File: src/rtl/lock_pkg.sv
// Shared definitions for the keypad front end and the lock core.
package lock_pkg;

  localparam int unsigned KEY_W   = 4;
  localparam int unsigned IDX_W   = 2;
  localparam int unsigned MATRIX_N = 4;

  // Key codes follow code = row*4 + col on the keypad matrix.
  localparam logic [KEY_W-1:0] KEY_0    = 4'h0;
  localparam logic [KEY_W-1:0] KEY_1    = 4'h1;
  localparam logic [KEY_W-1:0] KEY_2    = 4'h2;
  localparam logic [KEY_W-1:0] KEY_3    = 4'h3;
  localparam logic [KEY_W-1:0] KEY_4    = 4'h4;
  localparam logic [KEY_W-1:0] KEY_5    = 4'h5;
  localparam logic [KEY_W-1:0] KEY_6    = 4'h6;
  localparam logic [KEY_W-1:0] KEY_7    = 4'h7;
  localparam logic [KEY_W-1:0] KEY_8    = 4'h8;
  localparam logic [KEY_W-1:0] KEY_9    = 4'h9;
  localparam logic [KEY_W-1:0] KEY_STAR = 4'hE;
  localparam logic [KEY_W-1:0] KEY_HASH = 4'hF;

  // Scanner state encoding, also observed by the lock FSM for debug.
  typedef enum logic [1:0] {
    SCAN     = 2'd0,
    DEBOUNCE = 2'd1,
    EMIT     = 2'd2,
    WAIT_REL = 2'd3
  } scan_state_e;

  // Key code from latched row and column indices.
  function automatic logic [KEY_W-1:0] encode_key(input logic [IDX_W-1:0] row,
                                                  input logic [IDX_W-1:0] col);
    return {row, col};
  endfunction

  // Index of the lowest-numbered row reading low (active-low rows).
  function automatic logic [IDX_W-1:0] lowest_low_row(input logic [MATRIX_N-1:0] rows_n);
    logic [IDX_W-1:0] idx;
    idx = '0;
    for (int i = MATRIX_N - 1; i >= 0; i--) begin
      if (!rows_n[i]) idx = IDX_W'(i);
    end
    return idx;
  endfunction

endpackage

File: src/rtl/keypad_sync.sv
// Two-flop synchroniser for asynchronous keypad rows; resets to idle-high.
module keypad_sync #(
  parameter int unsigned WIDTH = 4
) (
  input  logic             clk,
  input  logic             rst_n,
  input  logic [WIDTH-1:0] d,
  output logic [WIDTH-1:0] q
);

  logic [WIDTH-1:0] meta_q, meta_d;
  logic [WIDTH-1:0] sync_q, sync_d;

  // Next values: shift the input through two stages.
  always_comb begin
    meta_d = d;
    sync_d = meta_q;
  end

  // Synchroniser flops, released high so an idle keypad reads no press.
  always_ff @(posedge clk or negedge rst_n) begin
    if (!rst_n) begin
      meta_q <= '1;
      sync_q <= '1;
    end else begin
      meta_q <= meta_d;
      sync_q <= sync_d;
    end
  end

  assign q = sync_q;

endmodule

File: src/rtl/keypad_scanner.sv
// 4x4 matrix keypad scanner: column drive, row debounce, one-shot key delivery over valid/ready.
module keypad_scanner
  import lock_pkg::*;
#(
  parameter int unsigned SCAN_DIV        = 4,
  parameter int unsigned DEBOUNCE_CYCLES = 8,
  parameter int unsigned CNT_W           = 16
) (
  input  logic             clk,
  input  logic             rst_n,
  input  logic             ena,
  input  logic [3:0]       row_n,
  output logic [3:0]       col_n,
  output logic [KEY_W-1:0] key_code,
  output logic             key_valid,
  input  logic             key_ready
);

  localparam logic [CNT_W-1:0] SCAN_LAST = CNT_W'(SCAN_DIV - 1);
  localparam logic [CNT_W-1:0] DEB_LAST  = CNT_W'(DEBOUNCE_CYCLES - 1);

  scan_state_e       state_q, state_d;
  logic [IDX_W-1:0]  col_idx_q, col_idx_d;
  logic [IDX_W-1:0]  row_idx_q, row_idx_d;
  logic [CNT_W-1:0]  cnt_q, cnt_d;
  logic [3:0]        col_n_q, col_n_d;
  logic [KEY_W-1:0]  key_code_q, key_code_d;
  logic              key_valid_q, key_valid_d;
  logic [3:0]        rows_s;

  keypad_sync #(.WIDTH(4)) u_sync (
    .clk   (clk),
    .rst_n (rst_n),
    .d     (row_n),
    .q     (rows_s)
  );

  // Next-state and output logic; the counter clears on every state change.
  always_comb begin
    state_d     = state_q;
    col_idx_d   = col_idx_q;
    row_idx_d   = row_idx_q;
    cnt_d       = cnt_q;
    key_code_d  = key_code_q;
    key_valid_d = key_valid_q;
    col_n_d     = 4'b1111;

    if (!ena) begin
      state_d     = SCAN;
      col_idx_d   = '0;
      cnt_d       = '0;
      key_valid_d = 1'b0;
    end else begin
      col_n_d = ~(4'b0001 << col_idx_q);
      case (state_q)
        SCAN: begin
          if (cnt_q == SCAN_LAST) begin
            cnt_d = '0;
            if (rows_s != 4'hF) begin
              row_idx_d = lowest_low_row(rows_s);
              state_d   = DEBOUNCE;
            end else begin
              col_idx_d = col_idx_q + 2'd1;
            end
          end else begin
            cnt_d = cnt_q + CNT_W'(1);
          end
        end
        DEBOUNCE: begin
          if (rows_s[row_idx_q]) begin
            state_d   = SCAN;
            col_idx_d = col_idx_q + 2'd1;
            cnt_d     = '0;
          end else if (cnt_q == DEB_LAST) begin
            state_d     = EMIT;
            cnt_d       = '0;
            key_code_d  = encode_key(row_idx_q, col_idx_q);
            key_valid_d = 1'b1;
          end else begin
            cnt_d = cnt_q + CNT_W'(1);
          end
        end
        EMIT: begin
          if (key_ready) begin
            state_d     = WAIT_REL;
            cnt_d       = '0;
            key_valid_d = 1'b0;
          end
        end
        WAIT_REL: begin
          if (rows_s != 4'hF) begin
            cnt_d = '0;
          end else if (cnt_q == DEB_LAST) begin
            state_d   = SCAN;
            col_idx_d = '0;
            cnt_d     = '0;
          end else begin
            cnt_d = cnt_q + CNT_W'(1);
          end
        end
        default: begin
          state_d = SCAN;
          cnt_d   = '0;
        end
      endcase
    end
  end

  // State and output registers.
  always_ff @(posedge clk or negedge rst_n) begin
    if (!rst_n) begin
      state_q     <= SCAN;
      col_idx_q   <= '0;
      row_idx_q   <= '0;
      cnt_q       <= '0;
      col_n_q     <= 4'b1111;
      key_code_q  <= '0;
      key_valid_q <= 1'b0;
    end else begin
      state_q     <= state_d;
      col_idx_q   <= col_idx_d;
      row_idx_q   <= row_idx_d;
      cnt_q       <= cnt_d;
      col_n_q     <= col_n_d;
      key_code_q  <= key_code_d;
      key_valid_q <= key_valid_d;
    end
  end

  assign col_n     = col_n_q;
  assign key_code  = key_code_q;
  assign key_valid = key_valid_q;

endmodule

File: config.mk
export PLATFORM = sky130hd
export DESIGN_NAME = keypad_scanner
export DESIGN_NICKNAME = d
export VERILOG_FILES = /design/src/rtl/lock_pkg.sv /design/src/rtl/keypad_sync.sv /design/src/rtl/keypad_scanner.sv
export SDC_FILE = /design/constraint.sdc
export NUM_CORES = 1
export LEC_CHECK = 0
export BUFFER_PORTS_ARGS = -buffer_cell sky130_fd_sc_hd__buf_2
export CAP_MARGIN = 0
export CELL_PAD_IN_SITES_DETAIL_PLACEMENT = 1
export CELL_PAD_IN_SITES_GLOBAL_PLACEMENT = 2
export CORE_MARGIN = 2
export CORE_UTILIZATION = 27
export CTS_CLUSTER_DIAMETER = 30
export DETAILED_ROUTE_END_ITERATION = 6
export PLACE_DENSITY_LB_ADDON = 0.1
export SYNTH_ARGS = -nofsm -noshare
export SYNTH_HDL_FRONTEND = slang
export SYNTH_HIERARCHICAL = 1
export SYNTH_SLANG_ARGS = --single-unit
File: constraint.sdc
create_clock -name clk -period 4.52 [get_ports clk]
set_input_delay 0.904 -clock clk [delete_from_list [all_inputs] [get_ports clk]]
set_output_delay 0.904 -clock clk [all_outputs]
set_load 0.01 [all_outputs]
-- Word level (Yosys, flattened, before mapping)
Index checks and enable logic that the tools add are counted.
- bitwise logic cells: 2
- add/sub/neg operators: 2
- divide/modulo/power cells: 0
- reductions and logical operators: 6
- multipliers: 0
- $lt $le $gt $ge: 1
- mux-type cells: 33
- shift operators: 1
- equality and inequality tests: 18
- operators with widths (cell ; number):
    $mux 16 ; 6
    $pmux 16 s4 ; 1
    $mux 2 ; 16
    $ne 3x3->1 const B ; 9
    $add 16x1->16 const B ; 1
    $eq 16x2->1 const B ; 1
    $eq 16x3->1 const B ; 1
    $reduce_and 4->1 ; 3
    $reduce_and 6->1 ; 2
    $ne 4x4->1 const B ; 2
    $pmux 2 s4 ; 1
    $pmux 2 s3 ; 1
    $mux 1 ; 5
    $eq 2x2->1 const B ; 2
    $mux 4 ; 1
    $ne 4x1->1 const B ; 1
    $not 4->4 ; 1
    $shl 1x2->4 const A ; 1
    $lt 2x3->1 const B ; 1
    $ne 3x1->1 const B ; 1
    $add 2x1->2 const B ; 1
    $bmux 1 s2 ; 1
    $eq 2x1->1 const B ; 1
    $logic_not 2->1 ; 1
    other kinds (2) ; 2
- logic and storage cells: 72
- bits in latches: 0
- ROM bits: 0
- bits in registers: 39
- input port bits: 8
- memories: 0
- bits in writable memories: 0
- output and inout bits: 9

-- Depth between registers and ports, before layout
Gate-level depths: netlist (run 1).
- word-level depth: 5
- gate-level depth with buffers: 7
- gate-level depth less buffers: 6

-- Cells and area by module
The synthesis (run 1) kept the hierarchy.
- modules (own cells, without submodules) (module ; instances ; cells an instance ; area each (um2)):
    keypad_scanner ; 1 ; 197 ; 1833.0
    keypad_sync ; 1 ; 8 ; 210.2

-- Least setup slack after synthesis (run 1)
Ideal clock, no wire load.
- path type: input -> register
- from: input ena
- to: register cnt_q[3]
- required time: 4433 ps
- setup time: 87 ps
- path slack: 2299 ps
- arrival: 2135 ps
- stages: 6
- cell sequence: clkbuf_1 nand2_1 nor3_1 clkbuf_1 nand2_1 o211ai_1
- word-level cells in the longest chain between the ends: 1
- elaborated cells on any way between the ends: 2
- those cells by class: eq/ne (1); mux (1)
- RTL lines (item ; RTL line ; text):
    from (decl) ; keypad_scanner.sv:11 ; input logic ena,
    $ne 3x3->1 (no source line) or $mux 16 (tied branches) ; -- ;
    to (signal assigned) ; keypad_scanner.sv:123 ; cnt_q <= cnt_d;
    to (decl) ; keypad_scanner.sv:25 ; logic [CNT_W-1:0] cnt_q, cnt_d;
Parallel ways exist; a longest one is shown, timed or not.
A chain may end at the register's enable or synchronous reset.

-- Final worst setup path (run 1)
- from: register cnt_q[0]
- to: register cnt_q[12]
- word-level cells in the longest chain between the ends: 5
- elaborated cells on any way between the ends: 9
- those cells by class: add/sub (1); eq/ne (2); mux (6)
- RTL lines (item ; RTL line ; text):
    $add 16x1->16 or $eq 16x3->1 (tied branches) ; -- ;
    $mux 16 ; keypad_scanner.sv:74, keypad_scanner.sv:93 ;
    $mux 16 (on tied branches) ; keypad_scanner.sv:91, keypad_scanner.sv:70 ;
    $pmux 16 s4 (*) ; keypad_scanner.sv:55 ; case (state_q)
    $mux 16 (*) ; keypad_scanner.sv:48 ; if (!ena) begin
Every way passes the cells marked *; elsewhere a longest branch is shown, timed or not.

==> results of run 1 <==
path summary, 6_finish.rpt:
kind / slack [ns] / start / endpoint
setup reg to reg: 2.02 / cnt_q[0] / cnt_q[12]
hold / removal: 0.36 / u_sync/meta_q[0] / u_sync/q[0]
setup / recovery: 2.02 / cnt_q[0] / cnt_q[12]
hold reg to reg: 0.36 / u_sync/meta_q[0] / u_sync/q[0]
max in group asynchronous: 3.24 / rst_n / cnt_q[14]
min in group asynchronous: 0.73 / rst_n / row_idx_q[0]
critical path, stage by stage, from the launching register on:
cell	delay, ns
dfrtp_1	0.40
ha_1	0.28
or3b_2	0.50
nor4_4	0.36
a221oi_2	0.13
buf_4	0.23
nand2_2	0.27
o311ai_0	0.18
layout make-up:
class	count	area [um^2]	share of cell area (%)
well taps	99	124	5.32
repair buffers	19	103	4.41
clock inverters	2	60.1	2.58
inverters	7	26.3	1.13
flip-flops and latches	39	991	42.6
multi-input cells	148	951	40.9
clock buffers	6	72.6	3.12
cell families after synthesis:
| family | Yosys count | synth area share, % |
|---|---|---|
| buffers and inverters | 18 | 4.96 |
| and+or+nand+nor | 100 | 26.8 |
| muxes | 10 | 5.33 |
| DFF | 39 | 48.5 |
| adders and majority gates | 5 | 3.06 |
| AOI/OAI and AO/OA | 31 | 10.5 |
| xor gates and xnor gates | 2 | 0.857 |
synth_stat cells, types with 3 or more instances:
| master | n |
|---|---|
| dfstp_2 | 12 |
| buf_4 | 3 |
| dfrtp_1 | 27 |
| inv_1 | 7 |
| clkbuf_1 | 4 |
| o21ai_1 | 4 |
| nor2_1 | 8 |
| nand4_1 | 14 |
| mux2i_1 | 3 |
| a21oi_1 | 7 |
| ha_1 | 5 |
| o211ai_1 | 5 |
| mux2_2 | 6 |
| nor3_1 | 3 |
| o311ai_0 | 4 |
| nand3_1 | 15 |
| and4_1 | 3 |
| o21ai_0 | 3 |
| nand2_1 | 35 |
state kept, by name, summed over array words and instances (netlist names):
signal         cells
col_n              4
key_valid          1
cnt_q             16
row_idx_q          2
u_sync/meta_q      4
state_q            2
col_idx_q          2
u_sync/q           4
key_code           4
where the power goes:
group,leakage [nW],switching (mW),internal (mW)
Combinational,0.386,0.0455,0.0325
Clock,0.0654,0.126,0.221
Sequential,0.499,0.0170,0.367
routing by layer:
metal	GRT usage, %	vias to the layer above
li1	-	776
met1	16.4	842
met2	23.0	30
met3	2.74	6
met4	4.80	0
met5	0	-
==> results.py, run 1 <==
metrics = {
    "global_route": {
        "grt_antenna_before_repair": 0,
        "largest_net_degree_at_the_start_of_global_routing": 40,
        "vias_in_the_first_global_route": 1682,
        "globalRouteOverflowTotal": 0,
        "global_route_wire_length_before_repair_mm": 8.63,
        "grtUsageTotal_pct": 13.3,
    },
    "place": {
        "port_buffers": 16,
        "dp.final_hpwl_mm": 3.63,
        "gpl.final_weighted_congestion": 0.728,
        "post-place-cells": 312,
        "dp_slack_ns": 2.04,
        "placed_area_um2": 2190,
    },
    "timing": {
        "drv_slew": 0,
        "skew_ns": 0.00283,
        "holdWs_ns": 0.357,
        "max_clock_freq_mhz": 400,
        "totalNegativeSetupSlack_ns": 0,
        "rsz0062_at_grt": "false",
        "timing_hold_violations_final": 0,
        "worst_slack_ns": 2.02,
        "maxSlewHeadroom_pct": 40.4,
        "layout_min_cycle_time_ns": 2.50,
        "actual_transition_at_the_worst_max_transition_pin_ns": 0.895,
        "finalSetupViolCount": 0,
        "post-route-period-util_pct": 55.3,
    },
    "detailed_routing": {
        "drtAntennaViolNets": 0,
        "post_drt_via_cell_ratio": 5.17,
        "drt_first_pass_iters": 4,
        "drt_first_iter_violations": 48,
        "drt_drc_violations_left": 0,
        "detail_route.wirelength_mm": 5.22,
        "met2RoutedLength_mm": 2.66,
        "avgRoutedWirePerCell_um": 16.3,
        "vias": 1654,
        "top_layer": "met4",
        "route.met3.wl_um": 163,
        "met1_length_mm": 2.32,
    },
    "final_layout": {
        "drive_above_1_share_pct": 24.4,
        "final.fill_count": 865,
        "most_common_library_cell_in_the_layout_ignoring_fill_and_taps": "nand2_1",
        "layout.nets": 233,
        "post_layout_nonfiller_instances": 320,
        "final_cell_mix": "nand2_1, dfrtp_1, buf_2",
        "num_antenna_cells": 0,
        "postLayoutCoreUtil_pct": 31.9,
        "postLayoutCellArea_um2": 2330,
        "areaGrowthSynthToFinish_pct": 13.9,
    },
    "critical_path": {
        "cp.required_ns": 4.67,
        "timing.critical_path.arrival_ns": 2.65,
        "cp-end-kind": "flop",
        "timing_worst_setup_path_type": "flop to flop",
        "worstSetupStartpointType": "flop",
        "highest_net_fanout_along_the_worst_path": 15,
        "r2r.worst_path.cells": 7,
    },
    "cts": {
        "tritoncts": "built",
        "post-cts-setup-buffer-count": 0,
        "post_cts_resize_count": 0,
        "cts.clk_slew.worst_paths_ns": 0.08,
        "cts-buffers-inserted": 5,
        "cts_htree_levels": 2,
        "cts_root_buf": "clkbuf_8",
        "tritoncts_sinks": 39,
        "clock_insertion_delay_worst_skew_ns": 0.29,
        "clock_tree.buffer_depth": 2,
        "cts-hold-fix-buffers": 0,
    },
    "flow_run": {
        "timing.max_cap.violations": 0,
    },
    "outcome": {
        "outcome": "completed",
    },
    "die": {
        "rows": 31,
        "floorplan.die.width_um": 91.0,
        "die_h_um": 91.0,
        "die-area_um2": 8280,
        "count_of_pins_on_the_block_boundary": 17,
        "initial_utilization_pct": 28.0,
        "core-area_um2": 7290,
    },
    "pwr": {
        "irDropWorstVdd_mv": 0.135,
        "power_leakage_nw": 0.950,
        "power_per_cell_area_nw_per_um2": 348,
        "totalPowerFinal_mw": 0.809,
    },
    "logic_synthesis": {
        "synth_area_leader_cell": "dfrtp_1",
        "synth_enable_flop_cells": 0,
        "synth-seq-area-share_pct": 48.5,
        "synth_top_cells_by_area": "dfrtp_1, dfstp_2, nand2_1",
        "yosysTopAreaCellShare_pct": 33.1,
        "ys_warn_count": 6,
        "synth_cell_types": 48,
        "post_synth.cell_area_avg_um2": 9.97,
        "ys_seq_elements": 39,
        "synthesis.nets": 218,
        "postSynthCellCount": 205,
        "synth_area_um2": 2040,
        "synthFlopType": "dfrtp_1",
        "synth_async_sr_flop_share_pct": 100,
    },
    "worst_hold_path": {
        "worst_hold_path_type": "flop to flop",
        "number_of_stages_on_the_worst_hold_path": 0,
    },
}
Note: power is estimated with default switching activity, not from simulation.
==> run 2: changes to the inputs <==
==> constraint.sdc (replaced) <==
create_clock -name clk -period 2.08 [get_ports clk]
set_input_delay 0.416 -clock clk [delete_from_list [all_inputs] [get_ports clk]]
set_output_delay 0.416 -clock clk [all_outputs]
set_load 0.01 [all_outputs]
==> results.py, run 2 (synthesis gave the netlist of run 1 again) <==
metrics = {
    "die": {
        "core-area_um2": 7290,
        "die-area_um2": 8280,
        "initial_utilization_pct": 28.0,
        "count_of_pins_on_the_block_boundary": 17,
        "die_h_um": 91.0,
        "floorplan.die.width_um": 91.0,
        "rows": 31,
    },
    "detailed_routing": {
        "drt_first_pass_iters": 4,
        "post_drt_via_cell_ratio": 4.98,
        "met1_length_mm": 2.58,
        "met2RoutedLength_mm": 2.90,
        "vias": 1769,
        "drt_drc_violations_left": 0,
        "avgRoutedWirePerCell_um": 16.0,
        "top_layer": "met4",
        "route.met3.wl_um": 125,
        "detail_route.wirelength_mm": 5.68,
        "drtAntennaViolNets": 0,
        "drt_first_iter_violations": 30,
    },
    "critical_path": {
        "worstReg2RegStart": "cnt_q[1]",
        "worstSetupStartpointType": "flop",
        "critical_path.top_delay_family": "compound AO/OA/AOI/OAI gates",
        "r2r-end": "cnt_q[9]",
        "regToRegSetupSlack_ns": -0.05,
        "r2r.worst_path.cells": 7,
        "cp.required_ns": 2.24,
        "timing_worst_setup_path_type": "flop to flop",
        "cp_slowest_cell": "dfrtp_1",
        "largest_stage_delay_on_the_critical_path_ns": 0.42,
        "highest_net_fanout_along_the_worst_path": 8,
        "timing.critical_path.arrival_ns": 2.29,
        "cp-end-kind": "flop",
        "crit_chain": "ha_4, buf_4, nor4b_2, and4b_2, o21ai_1, nand2_4, o311ai_0",
        "worstPathBufferInverterCount": 1,
    },
    "place": {
        "dp.final_hpwl_mm": 3.88,
        "port_buffers": 16,
        "gpl.final_weighted_congestion": 0.760,
        "dp_slack_ns": -0.102,
        "post-place-cells": 341,
    },
    "timing": {
        "maxSlewHeadroom_pct": 66.1,
        "worst_slack_ns": -0.0454,
        "skew_ns": 0.00690,
        "actual_transition_at_the_worst_max_transition_pin_ns": 0.509,
        "timing_hold_violations_final": 0,
        "finalSetupViolCount": 15,
        "post-route-period-util_pct": 102,
        "drv_slew": 0,
        "rsz0062_at_grt": "true",
        "layout_min_cycle_time_ns": 2.13,
        "max_clock_freq_mhz": 471,
    },
    "global_route": {
        "global_route_wire_length_before_repair_mm": 9.15,
        "grtUsageTotal_pct": 13.7,
        "grt_antenna_before_repair": 0,
        "largest_net_degree_at_the_start_of_global_routing": 40,
        "globalRouteOverflowTotal": 0,
        "vias_in_the_first_global_route": 1828,
    },
    "cts": {
        "tritoncts_sinks": 39,
        "cts.clk_slew.worst_paths_ns": 0.08,
        "cts_htree_levels": 2,
        "cts-hold-fix-buffers": 0,
        "clock_tree.buffer_depth": 2,
        "cts-buffers-inserted": 5,
        "tritoncts": "built",
        "clock_insertion_delay_worst_skew_ns": 0.29,
        "cts_root_buf": "clkbuf_8",
    },
    "pwr": {
        "clock_share_of_power_pct": 37.6,
        "p_sw_share_pct": 25.1,
        "irDropWorstVdd_mv": 0.230,
        "p_int_mw": 1.31,
        "p_sw_mw": 0.440,
        "power.combinational.fraction_pct": 15.0,
        "sequentialPowerShare_pct": 47.3,
        "power_leakage_nw": 1.16,
        "power_per_cell_area_nw_per_um2": 644,
    },
    "outcome": {
        "violations_in_the_final_reports": "negative setup slack",
        "outcome": "finished, violations left",
    },
    "final_layout": {
        "top_register": "cnt_q",
        "layout.nets": 268,
        "areaGrowthSynthToFinish_pct": 33.3,
        "final_cell_mix": "nand2_1, buf_4, dfrtp_1",
        "drive_above_1_share_pct": 40.2,
        "most_common_library_cell_in_the_layout_ignoring_fill_and_taps": "nand2_1",
        "num_antenna_cells": 0,
        "post_layout_nonfiller_instances": 355,
        "largest_reg_flops": 16,
    },
    "worst_hold_path": {
        "worst_hold_path_type": "primary input to asynchronous set/reset pin",
    },
    "flow_run": {
        "timing.max_cap.violations": 0,
    },
}
-- run 2: worst max-delay path by stage --
stage                     startpoint          end  cells past startpoint
after global routing        cnt_q[0]     cnt_q[9]                      7
after global placement     cnt_q[14]  key_code[1]                      5
after detailed placement    cnt_q[0]     cnt_q[5]                      7
after floorplan            cnt_q[14]  key_code[0]                      6
final                       cnt_q[1]     cnt_q[9]                      7
after CTS                  cnt_q[11]     cnt_q[5]                      7
-- run 2: worst reg2reg max path, delay by kind of cell (launching register included) --
kind,cells,cell delay [ns]
and+or+nand+nor,3,0.56
DFF,1,0.42
buffers and inverters,1,0.13
adders and majority gates,1,0.20
AOI/OAI and AO/OA,2,0.68
-- run 2: layout make-up --
type	count	area (um^2)
sequential	39	991
timing repair buffer	54	389
inverter	7	26.3
clock inverter	2	35.0
multi-input combinational	148	1070
fill	851	4570
clock buffer	6	82.6
tap	99	124
-- run 2: repair_timing --
action | in CTS | in global routing
setup endpoints to repair | 23 | 25
setup buffers | 2 | 3
pin swaps | 10 | 15
gates cloned | 0 | 1
gates resized for setup | 12 | 19
endpoints found under the hold margin | 0 | 0
-- run 2: per-stage QoR --
| stage | instance area, um^2 | TNS, ns | utilization, % | power (mW) | hold slack [ns] |
|---|---|---|---|---|---|
| 2_1_floorplan | 2050 | -0.0265 | - | 0.956 | 0.120 |
| 3_5_place_dp | 2420 | -1.62 | 33.3 | 1.06 | 0.348 |
| 6_report | 2720 | -0.360 | 37.3 | 1.75 | 0.172 |
| 5_1_grt | 2720 | -1.57 | 37.3 | 1.84 | 0.210 |
| 3_3_place_gp | 2420 | -0.397 | 33.3 | 1.05 | 0.347 |
| 4_1_cts | 2610 | -0.287 | 35.8 | 1.74 | 0.202 |
-- run 2: per-layer routing --
layer	up-vias	track usage, %
met5	-	0
met1	893	16.9
met3	8	2.24
li1	848	-
met2	20	24.1
met4	0	5.05
-- run 2: power by group through the flow --
| stage | Combinational (mW) | Clock [mW] | Sequential, mW |
|---|---|---|---|
| final | 0.264 | 0.660 | 0.831 |
| after global placement | 0.214 | 0 | 0.838 |
| after CTS | 0.232 | 0.680 | 0.827 |
| after detailed placement | 0.219 | 0 | 0.841 |
| after global routing | 0.292 | 0.717 | 0.836 |
| after floorplan | 0.119 | 0 | 0.837 |
